File: src/rtl/usb_token_serializer.sv
// USB token packet serializer: PID, 11-bit ADDR/ENDP payload and CRC5, one bit per clock.
// The CRC is produced by an external calculator and replayed by an external inverse shifter.
module usb_token_serializer #(
  parameter int PID_W   = 8,
  parameter int DATA_W  = 11,
  parameter int CRC_W   = 5,
  parameter int GAP_CYC = 2
) (
  input  logic              clk,
  input  logic              rst_n,
  input  logic              in_valid,
  output logic              in_ready,
  input  logic [PID_W-1:0]  in_pid,
  input  logic [DATA_W-1:0] in_data,
  output logic              crc_clr,
  output logic              crc_bit,
  input  logic [CRC_W-1:0]  crc_rem,
  output logic              inv_load,
  output logic [CRC_W-1:0]  inv_in,
  input  logic              inv_bit,
  output logic              tx_bit,
  output logic              tx_valid,
  output logic              tx_sop,
  output logic              tx_eop
);

  function automatic int max2(input int a, input int b);
    return (a > b) ? a : b;
  endfunction

  localparam int MAX_CNT = max2(max2(PID_W, DATA_W), max2(CRC_W, GAP_CYC));
  localparam int CNT_W   = $clog2(MAX_CNT + 1);

  localparam logic [CNT_W-1:0] PID_LAST  = CNT_W'(PID_W - 1);
  localparam logic [CNT_W-1:0] DATA_LAST = CNT_W'(DATA_W - 1);
  localparam logic [CNT_W-1:0] CRC_LAST  = CNT_W'(CRC_W - 1);
  localparam logic [CNT_W-1:0] GAP_LAST  = (GAP_CYC > 0) ? CNT_W'(GAP_CYC - 1) : '0;

  typedef enum logic [2:0] {
    S_IDLE,
    S_PID,
    S_DATA,
    S_CRC,
    S_GAP
  } state_t;

  state_t            state, state_d;
  logic [CNT_W-1:0]  cnt, cnt_d;
  logic              accept;
  logic [PID_W-1:0]  pid_sr;
  logic [DATA_W-1:0] data_sr;

  // The shifter is loaded with the calculator's look-ahead remainder, which
  // already includes the last payload bit on the final DATA cycle.
  assign inv_in = crc_rem;

  // NOTE: sequential state uses non-blocking assignments so every register
  // samples the pre-edge values of the others, regardless of process order.
  always_ff @(posedge clk or negedge rst_n) begin
    if (!rst_n) begin
      state <= S_IDLE;
      cnt   <= '0;
    end else begin
      state <= state_d;
      cnt   <= cnt_d;
    end
  end

  // NOTE: the payload shift registers carry no reset; they are always loaded
  // on accept before any state reads them, so a reset would only cost area.
  always_ff @(posedge clk) begin
    if (accept) begin
      pid_sr  <= in_pid;
      data_sr <= in_data;
    end else begin
      if (state == S_PID)  pid_sr  <= pid_sr >> 1;
      if (state == S_DATA) data_sr <= data_sr >> 1;
    end
  end

  always_comb begin
    // NOTE: every signal written here is given a default first, so no branch
    // can leave one unassigned and infer a latch.
    state_d  = state;
    cnt_d    = cnt + 1'b1;
    accept   = 1'b0;
    in_ready = 1'b0;
    crc_clr  = 1'b1;
    crc_bit  = 1'b0;
    inv_load = 1'b0;
    tx_bit   = 1'b0;
    tx_valid = 1'b0;
    tx_sop   = 1'b0;
    tx_eop   = 1'b0;

    unique case (state)
      S_IDLE: begin
        in_ready = 1'b1;
        cnt_d    = '0;
        if (in_valid) begin
          accept  = 1'b1;
          state_d = S_PID;
        end
      end

      S_PID: begin
        tx_bit   = pid_sr[0];
        tx_valid = 1'b1;
        tx_sop   = (cnt == '0);
        if (cnt == PID_LAST) begin
          state_d = S_DATA;
          cnt_d   = '0;
        end
      end

      S_DATA: begin
        crc_clr  = 1'b0;
        crc_bit  = data_sr[0];
        tx_bit   = data_sr[0];
        tx_valid = 1'b1;
        if (cnt == DATA_LAST) begin
          inv_load = 1'b1;
          state_d  = S_CRC;
          cnt_d    = '0;
        end
      end

      S_CRC: begin
        tx_bit   = inv_bit;
        tx_valid = 1'b1;
        tx_eop   = (cnt == CRC_LAST);
        if (cnt == CRC_LAST) begin
          state_d = (GAP_CYC == 0) ? S_IDLE : S_GAP;
          cnt_d   = '0;
        end
      end

      S_GAP: begin
        if (cnt == GAP_LAST) begin
          state_d = S_IDLE;
          cnt_d   = '0;
        end
      end

      default: begin
        state_d = S_IDLE;
        cnt_d   = '0;
      end
    endcase
  end

endmodule
File: config.mk
export PLATFORM = sky130hd
export DESIGN_NAME = usb_token_serializer
export DESIGN_NICKNAME = d
export VERILOG_FILES = /design/src/rtl/usb_token_serializer.sv
export SDC_FILE = /design/constraint.sdc
export NUM_CORES = 1
export LEC_CHECK = 0
export CAP_MARGIN = 0
export CORE_MARGIN = 2
export CORE_UTILIZATION = 47
export DETAILED_ROUTE_END_ITERATION = 8
export PLACE_DENSITY = 0.77
export SETUP_SLACK_MARGIN = 0.3
export SYNTH_ARGS = -nofsm -noshare
export SYNTH_HDL_FRONTEND = slang
export SYNTH_SLANG_ARGS = --single-unit
File: constraint.sdc
create_clock -name clk -period 1.8 [get_ports clk]
set_input_delay 0.54 -clock clk [delete_from_list [all_inputs] [get_ports clk]]
set_output_delay 0.54 -clock clk [all_outputs]
set_load 0.05 [all_outputs]
==> results.md, run 1 <==
* Status: finished with violations
* Failing checks: DRC, setup timing
* VDD IR max at 1170 uV
* Initial DRC Count at 33
* Die Wd at 58.9 um
* FF-to-FF path depth at 5
* Leakage power at 0.000972 uW
* RSZ-0062 raised after global routing: true
* FF-to-FF End: data_sr[1]
* I/O Pins at 41
* Synth-to-Final Area Change at 65.3%
* Largest net degree at the start of global routing at 15
* Footprint of the multi-input gates at 781 sq um
* H-tree Lvls at 1
* Slew Limit Headroom at 0.778
* Mapped Avg Cell Area at roughly 14 sq um
* Post-synth EDFFs at 19
* Syn Nets at 135
* Worst hold-check path type: primary input to async pin
* FP Rows at 19
* DR vias at 1119
* Worst slew pin tran at roughly 0.33 ns
* Final setup fails at 8
* M3 GR Usage at 0.0330
* Root buffer cell: clkbuf_4
* Largest area contributor in the synthesized netlist: edfxtp_1
* Worst-Skew Late Latency at 0.34 ns
* First drt pass iteration count at 6
* Reg clk slew, reported paths at ~0.13 ns
* Most utilized layer in the global route result: met2
* Hold Vio Cnt, Final at 0
* Fin cells at 198
* Pins Over Slew Limit at 0
* Vias in the first global route at 1194
* CTS tree: built
* Final ANT Viol Nets at 0
* Synth warn at 0
* Die footprint at around 3500 sq um
* GR Util met1 at 0.284
* Post-Layout Inst Area at 2340 sq um
* Clock Path Buffers at 2
* CTS Buf Count at 3
* Flop-to-flop setup slack at 0.08 ns
* CP Max Fanout at 5
* FILL cells at roughly 140
* Power per cell area at ~1800 nW/um^2
* Critical path type: register to primary output
* Routed WL at 3940 um
* Initial Utilization at 0.504
* Routed vias/inst at 5.65
* Skew final at 0.0200 ns
* Hpwl dp at 2100 um
* Global-route wire length before repair at 5690 um
* Top cell type's share of synthesized area at 0.403
* Synth cell types at 35
* Die H at between 50 and 60 um
* Post-layout power at 4130 uW
* GR Util met2 at 0.376
* Number of synthesized register bits at 26
* Residual DRC at 3
* Tcrit/Tclk final at 1.15
* Part of the Yosys area used for sequential elements at 0.527
* Nets at 200
* DP Area at 1910 sq um
* Diodes inserted at 0
* Post-synth ARST share at 0.269
* Worst Setup End Kind: primary output
* GRT Util Overall at 0.223
* Crit start category: register
* Final WS setup at -0.274 ns
* Port buffer count at 30
* Initial antenna violation count at 0
* Min Tclk post-route at 2.07 ns
* CP required at 1.26 ns
* Dpl cells at 168
* R2R Path Start: state[2]
* Core area at between 2000 and 3000 sq um
* GRT overflow at 0
* DR WL/cell at roughly 20 um
* Max-cap violations at 0
* RD Place Congestion at between 0.8 and 0.9
* Critical path arrival at 1.53 ns
* Predominant post-synthesis flop cell: edfxtp_1
* Sink Count at 26
* Top post-synthesis cells by area: edfxtp_1 40%, dfrtp_1 12%, mux2_4 9.5%
* Post-Synthesis Cells at 103
* Mapped Area at 1420 sq um
* Layout cells sized above 1 at 0.593
* Achievable frequency at 482 MHz
* Reg area at ~750 sq um
[stage by stage]
step / worst slack (ns) / hold slack, ns / setup TNS (ns) / utilization
after floorplan: -0.221 / 0.244 / -4.31 / -
after global placement: -0.292 / 0.497 / -3.75 / 0.679
after detailed placement: -0.287 / 0.520 / -4.23 / 0.679
after CTS: -0.226 / 0.463 / -1.06 / 0.806
after global routing: -0.307 / 0.457 / -1.79 / 0.834
final: -0.274 / 0.458 / -1.36 / 0.834
[final cells by class]
type / count / share of cell area
clock buffer: 4 / 0.0112
sequential: 26 / 0.320
inverter: 3 / 0.00482
tap: 31 / 0.0166
timing repair buffer: 69 / 0.314
multi-input combinational: 65 / 0.334
[registers in the layout, indices dropped and copies added, names as in the netlist]
signal,flops
pid_sr,8
state,3
data_sr,11
cnt,4
[Yosys cell counts, drive strengths merged (3+ instances only)]
| master | n |
|---|---|
| mux2 | 18 |
| edfxtp | 19 |
| dfrtp | 7 |
| a21oi | 4 |
| and3 | 4 |
| ha | 4 |
| nand2 | 3 |
| buf | 9 |
| inv | 3 |
| nand3b | 4 |
| nor2 | 5 |
[where the power goes]
group,total (uW),internal [uW],switching [uW]
combinational,2690,1490,1200
clock,272,87.2,184
sequential,1160,1000,160
[critical path, cell delays in order, from the launching register on]
cell and delay, ns:
dfrtp_2 0.47, buf_12 0.15, nor3b_4 0.23, and3_4 0.23, buf_12 0.13
[cells by family (layout without fill, tap and decap cells)]
logic type,after synthesis,in the layout,share of synthesized area
buf+inv,12,76,0.0601
flops,26,26,0.527
simple gates,26,26,0.120
xor+xnor,3,3,0.0186
fa+ha+maj,4,4,0.0354
compound gates,14,14,0.0716
mux,18,18,0.167
[cells in the final DEF, fill, tap and decap left out, types with 2 or more instances in the layout]
| master | Yosys | layout |
|---|---|---|
| nand2_4 | 0 | 2 |
| and3_4 | 0 | 2 |
| dfrtp_1 | 7 | 5 |
| edfxtp_1 | 19 | 19 |
| clkdlybuf4s50_1 | 0 | 21 |
| and3_1 | 4 | 2 |
| a21oi_2 | 0 | 2 |
| ha_4 | 0 | 2 |
| clkbuf_4 | 0 | 3 |
| xor2_1 | 2 | 2 |
| dfrtp_2 | 0 | 2 |
| nand3b_1 | 4 | 4 |
| buf_6 | 1 | 11 |
| nor2_2 | 0 | 2 |
| buf_12 | 0 | 9 |
| nor2_4 | 0 | 2 |
| inv_2 | 0 | 2 |
| mux2_4 | 9 | 18 |
| a21o_1 | 2 | 2 |
| buf_4 | 5 | 26 |
| nor3b_4 | 0 | 2 |
[layer usage]
layer	vias to the layer above	part of all wire
li1	505	-
met1	554	0.42
met2	47	0.50
met3	13	0.056
met4	0	0.028
met5	-	0
[repair_timing]
action                                  in CTS  in global routing
pin swaps                                   10                  8
hold buffers                                 0                  0
resized for setup                           43                  6
buffers inserted                            19                  7
endpoints found under the setup margin      49                 51
[worst max-delay path by stage]
stage | start | to | slack, ns | cells after the start
3_3_place_gp | inv_bit | tx_bit | -0.29 | 5
4_1_cts | state[1] | tx_sop | -0.23 | 4
6_report | state[1] | tx_sop | -0.27 | 4
2_1_floorplan | state[0] | data_sr[8] | -0.22 | 5
3_5_place_dp | inv_bit | tx_bit | -0.29 | 5
5_1_grt | state[1] | tx_sop | -0.31 | 4
(Power assumes the default switching activity.)
==> run 2: changes to the inputs <==
--- a/config.mk
+++ b/config.mk
@@ -8,9 +8,11 @@
 export CAP_MARGIN = 0
 export CORE_MARGIN = 2
 export CORE_UTILIZATION = 47
+export CTS_CLUSTER_SIZE = 20
 export DETAILED_ROUTE_END_ITERATION = 8
 export PLACE_DENSITY = 0.77
 export SETUP_SLACK_MARGIN = 0.3
 export SYNTH_ARGS = -nofsm -noshare
 export SYNTH_HDL_FRONTEND = slang
 export SYNTH_SLANG_ARGS = --single-unit
+export TNS_END_PERCENT = 20
==> results.md, run 2 (synthesis results as in run 1) <==
* DP Area at 1860 sq um (was 1910 sq um)
* Pins Over Slew Limit at 0 (unchanged)
* Final WS setup at -0.281 ns (was -0.274 ns)
* DR vias at 1063 (was 1119)
* Sink Count at 26 (unchanged)
* Status: finished with violations (unchanged)
* Largest net degree at the start of global routing at 19 (was 15)
* CTS Buf Count at 3 (unchanged)
* Clock Path Buffers at 2 (unchanged)
* Die footprint at 3470 sq um (unchanged)
* VDD IR max at 1000 uV (was 1170 uV)
* WL met1 at 1660 um (was 1650 um)
* Worst hold-check path type: primary input to async pin (unchanged)
* Max reg flops at 11 (unchanged)
* First drt pass iteration count at 6 (unchanged)
* Reg clk slew, reported paths at 0.15 ns (was 0.13 ns)
* Die Wd at 58.9 um (unchanged)
* Residual DRC at 1 (was 3)
* FF-to-FF End: pid_sr[0] (was data_sr[1])
* Global-route wire length before repair at 5260 um (was 5690 um)
* Worst Setup End Kind: primary output (unchanged)
* CP Cell Sequence: and3b_2, nor2b_4, buf_12 (was buf_12, nor3b_4, and3_4, buf_12)
* Critical path type: register to primary output (unchanged)
* Leakage power at 0.000961 uW (was 0.000972 uW)
* Most frequent cells in the layout: 22 x buf_4, 21 x clkdlybuf4s50_1, 19 x edfxtp_1 (was 26 x buf_4, 21 x clkdlybuf4s50_1, 19 x edfxtp_1)
* Met2 routed WL at 2120 um (was 1950 um)
* Critical path arrival at 1.54 ns (was 1.53 ns)
* Slew Limit Headroom at 0.508 (was 0.778)
* DR WL/cell at 20.6 um (was 19.9 um)
* Tcrit/Tclk final at 1.16 (was 1.15)
* Worst slew pin tran at 0.736 ns (was 0.332 ns)
* Biggest register: data_sr (unchanged)
* Commonest non-fill, non-tap cell in the layout: buf_4 (unchanged)
* Placement Setup Slack at -0.283 ns (was -0.287 ns)
* Crit path largest cell delay at 0.51 ns (was 0.47 ns)
* CP Max Fanout at 5 (unchanged)
* Failing checks: DRC, setup timing (unchanged)
* Biggest regs: data_sr (11), pid_sr (8), cnt (4) (unchanged)
* Root buffer cell: clkbuf_4 (unchanged)
* FF-to-FF path depth at 6 (was 5)
* FP Rows at 19 (unchanged)
* Core area at 2810 sq um (unchanged)
* I/O Pins at 41 (unchanged)
* Power per cell area at 1820 nW/um^2 (was 1770 nW/um^2)
* Slowest stage cell, crit path: dfrtp_2 (unchanged)
* Final ANT Viol Nets at 0 (unchanged)
* Final setup fails at 27 (was 8)
* Die H at 58.9 um (unchanged)
* Crit path launch: state[2] (was state[1])
* RD Place Congestion at 0.843 (was 0.879)
* Routed WL at 4020 um (was 3940 um)
* Hold Vio Cnt, Final at 0 (unchanged)
* CP required at 1.26 ns (about the same)
* Post-Layout Inst Area at 2310 sq um (was 2340 sq um)
* R2R Path Start: state[0] (was state[2])
* Hpwl dp at 2010 um (was 2100 um)
* Nets at 197 (was 200)
* Initial antenna violation count at 0 (unchanged)
* Fin cells at 195 (was 198)
* Synth-to-Final Area Change at 63.4% (was 65.3%)
* Uppermost layer routed: met4 (unchanged)
* GRT overflow at 0 (unchanged)
* RSZ-0062 raised after global routing: true (unchanged)
* Flop-to-flop setup slack at -0.07 ns (was 0.08 ns)
* Met3 wire length at 148 um (was 220 um)
* Crit path to: tx_eop (was tx_sop)
* H-tree Lvls at 1 (unchanged)
* Min Tclk post-route at 2.08 ns (was 2.07 ns)
* FILL cells at 146 (was 139)
* Initial DRC Count at 42 (was 33)
* Dpl cells at 164 (was 168)
* Routed vias/inst at 5.45 (was 5.65)
* Skew final at 0.00730 ns (was 0.0200 ns)
* Port buffer count at 30 (unchanged)
* Vias in the first global route at 1118 (was 1194)
* Achievable frequency at 481 MHz (was 482 MHz)
* CTS tree: built (unchanged)
* Crit start category: register (unchanged)
* Final core occ at 0.824 (was 0.834)
* Initial Utilization at 0.504 (unchanged)
* Diodes inserted at 0 (unchanged)
* Max-cap violations at 0 (unchanged)
* Layout cells sized above 1 at 0.561 (was 0.593)
* Post-layout power at 4200 uW (was 4130 uW)
* Worst-Skew Late Latency at 0.34 ns (about the same)
* GRT Util Overall at 0.205 (was 0.223)
run 2: layout make-up:
type / count / area (sq um) / share of cell area
timing repair buffer: 66 / 723 / 0.313
multi-input combinational: 65 / 737 / 0.319
sequential: 26 / 749 / 0.324
clock buffer: 3 / 22.5 / 0.00974
tap: 31 / 38.8 / 0.0168
inverter: 3 / 11.3 / 0.00487
clock inverter: 1 / 30.0 / 0.0130
run 2: critical path, delay by kind of cell (launching register included):
kind	cells	cell delay [ns]
simple gates	2	0.55
flops	1	0.51
buf+inv	1	0.15
run 2: power by group:
| part | switching (uW) | internal (uW) |
|---|---|---|
| Clock | 196 | 226 |
| Combinational | 1150 | 1450 |
| Sequential | 182 | 1000 |
run 2: stage by stage:
step / hold slack [ns] / setup TNS, ns
2_1_floorplan: 0.244 / -4.38
3_3_place_gp: 0.498 / -3.91
3_5_place_dp: 0.532 / -4.64
4_1_cts: 0.460 / -1.88
5_1_grt: 0.476 / -3.81
6_report: 0.451 / -2.51
run 2: per-layer routing:
metal,global-route usage,vias up
met4,0.0844,0
li1,-,496
met2,0.349,28
met1,0.258,530
met3,0.0352,9
met5,0,-
run 2: how the worst min path moves through the flow:
stage	endpoint	depth (start not counted)
finish	cnt[0]	1
global placement	cnt[0]	1
global route	cnt[3]	1
floorplan	cnt[0]	0
detailed placement	cnt[0]	1
CTS	cnt[1]	1
run 2: repair_timing:
| item | CTS | global route |
|---|---|---|
| resized for setup | 27 | 18 |
| hold buffers | 0 | 0 |
| pin swaps | 8 | 4 |
| gates cloned | 0 | 0 |
| endpoints found under the setup margin | 49 | 51 |
| buffers inserted | 16 | 11 |
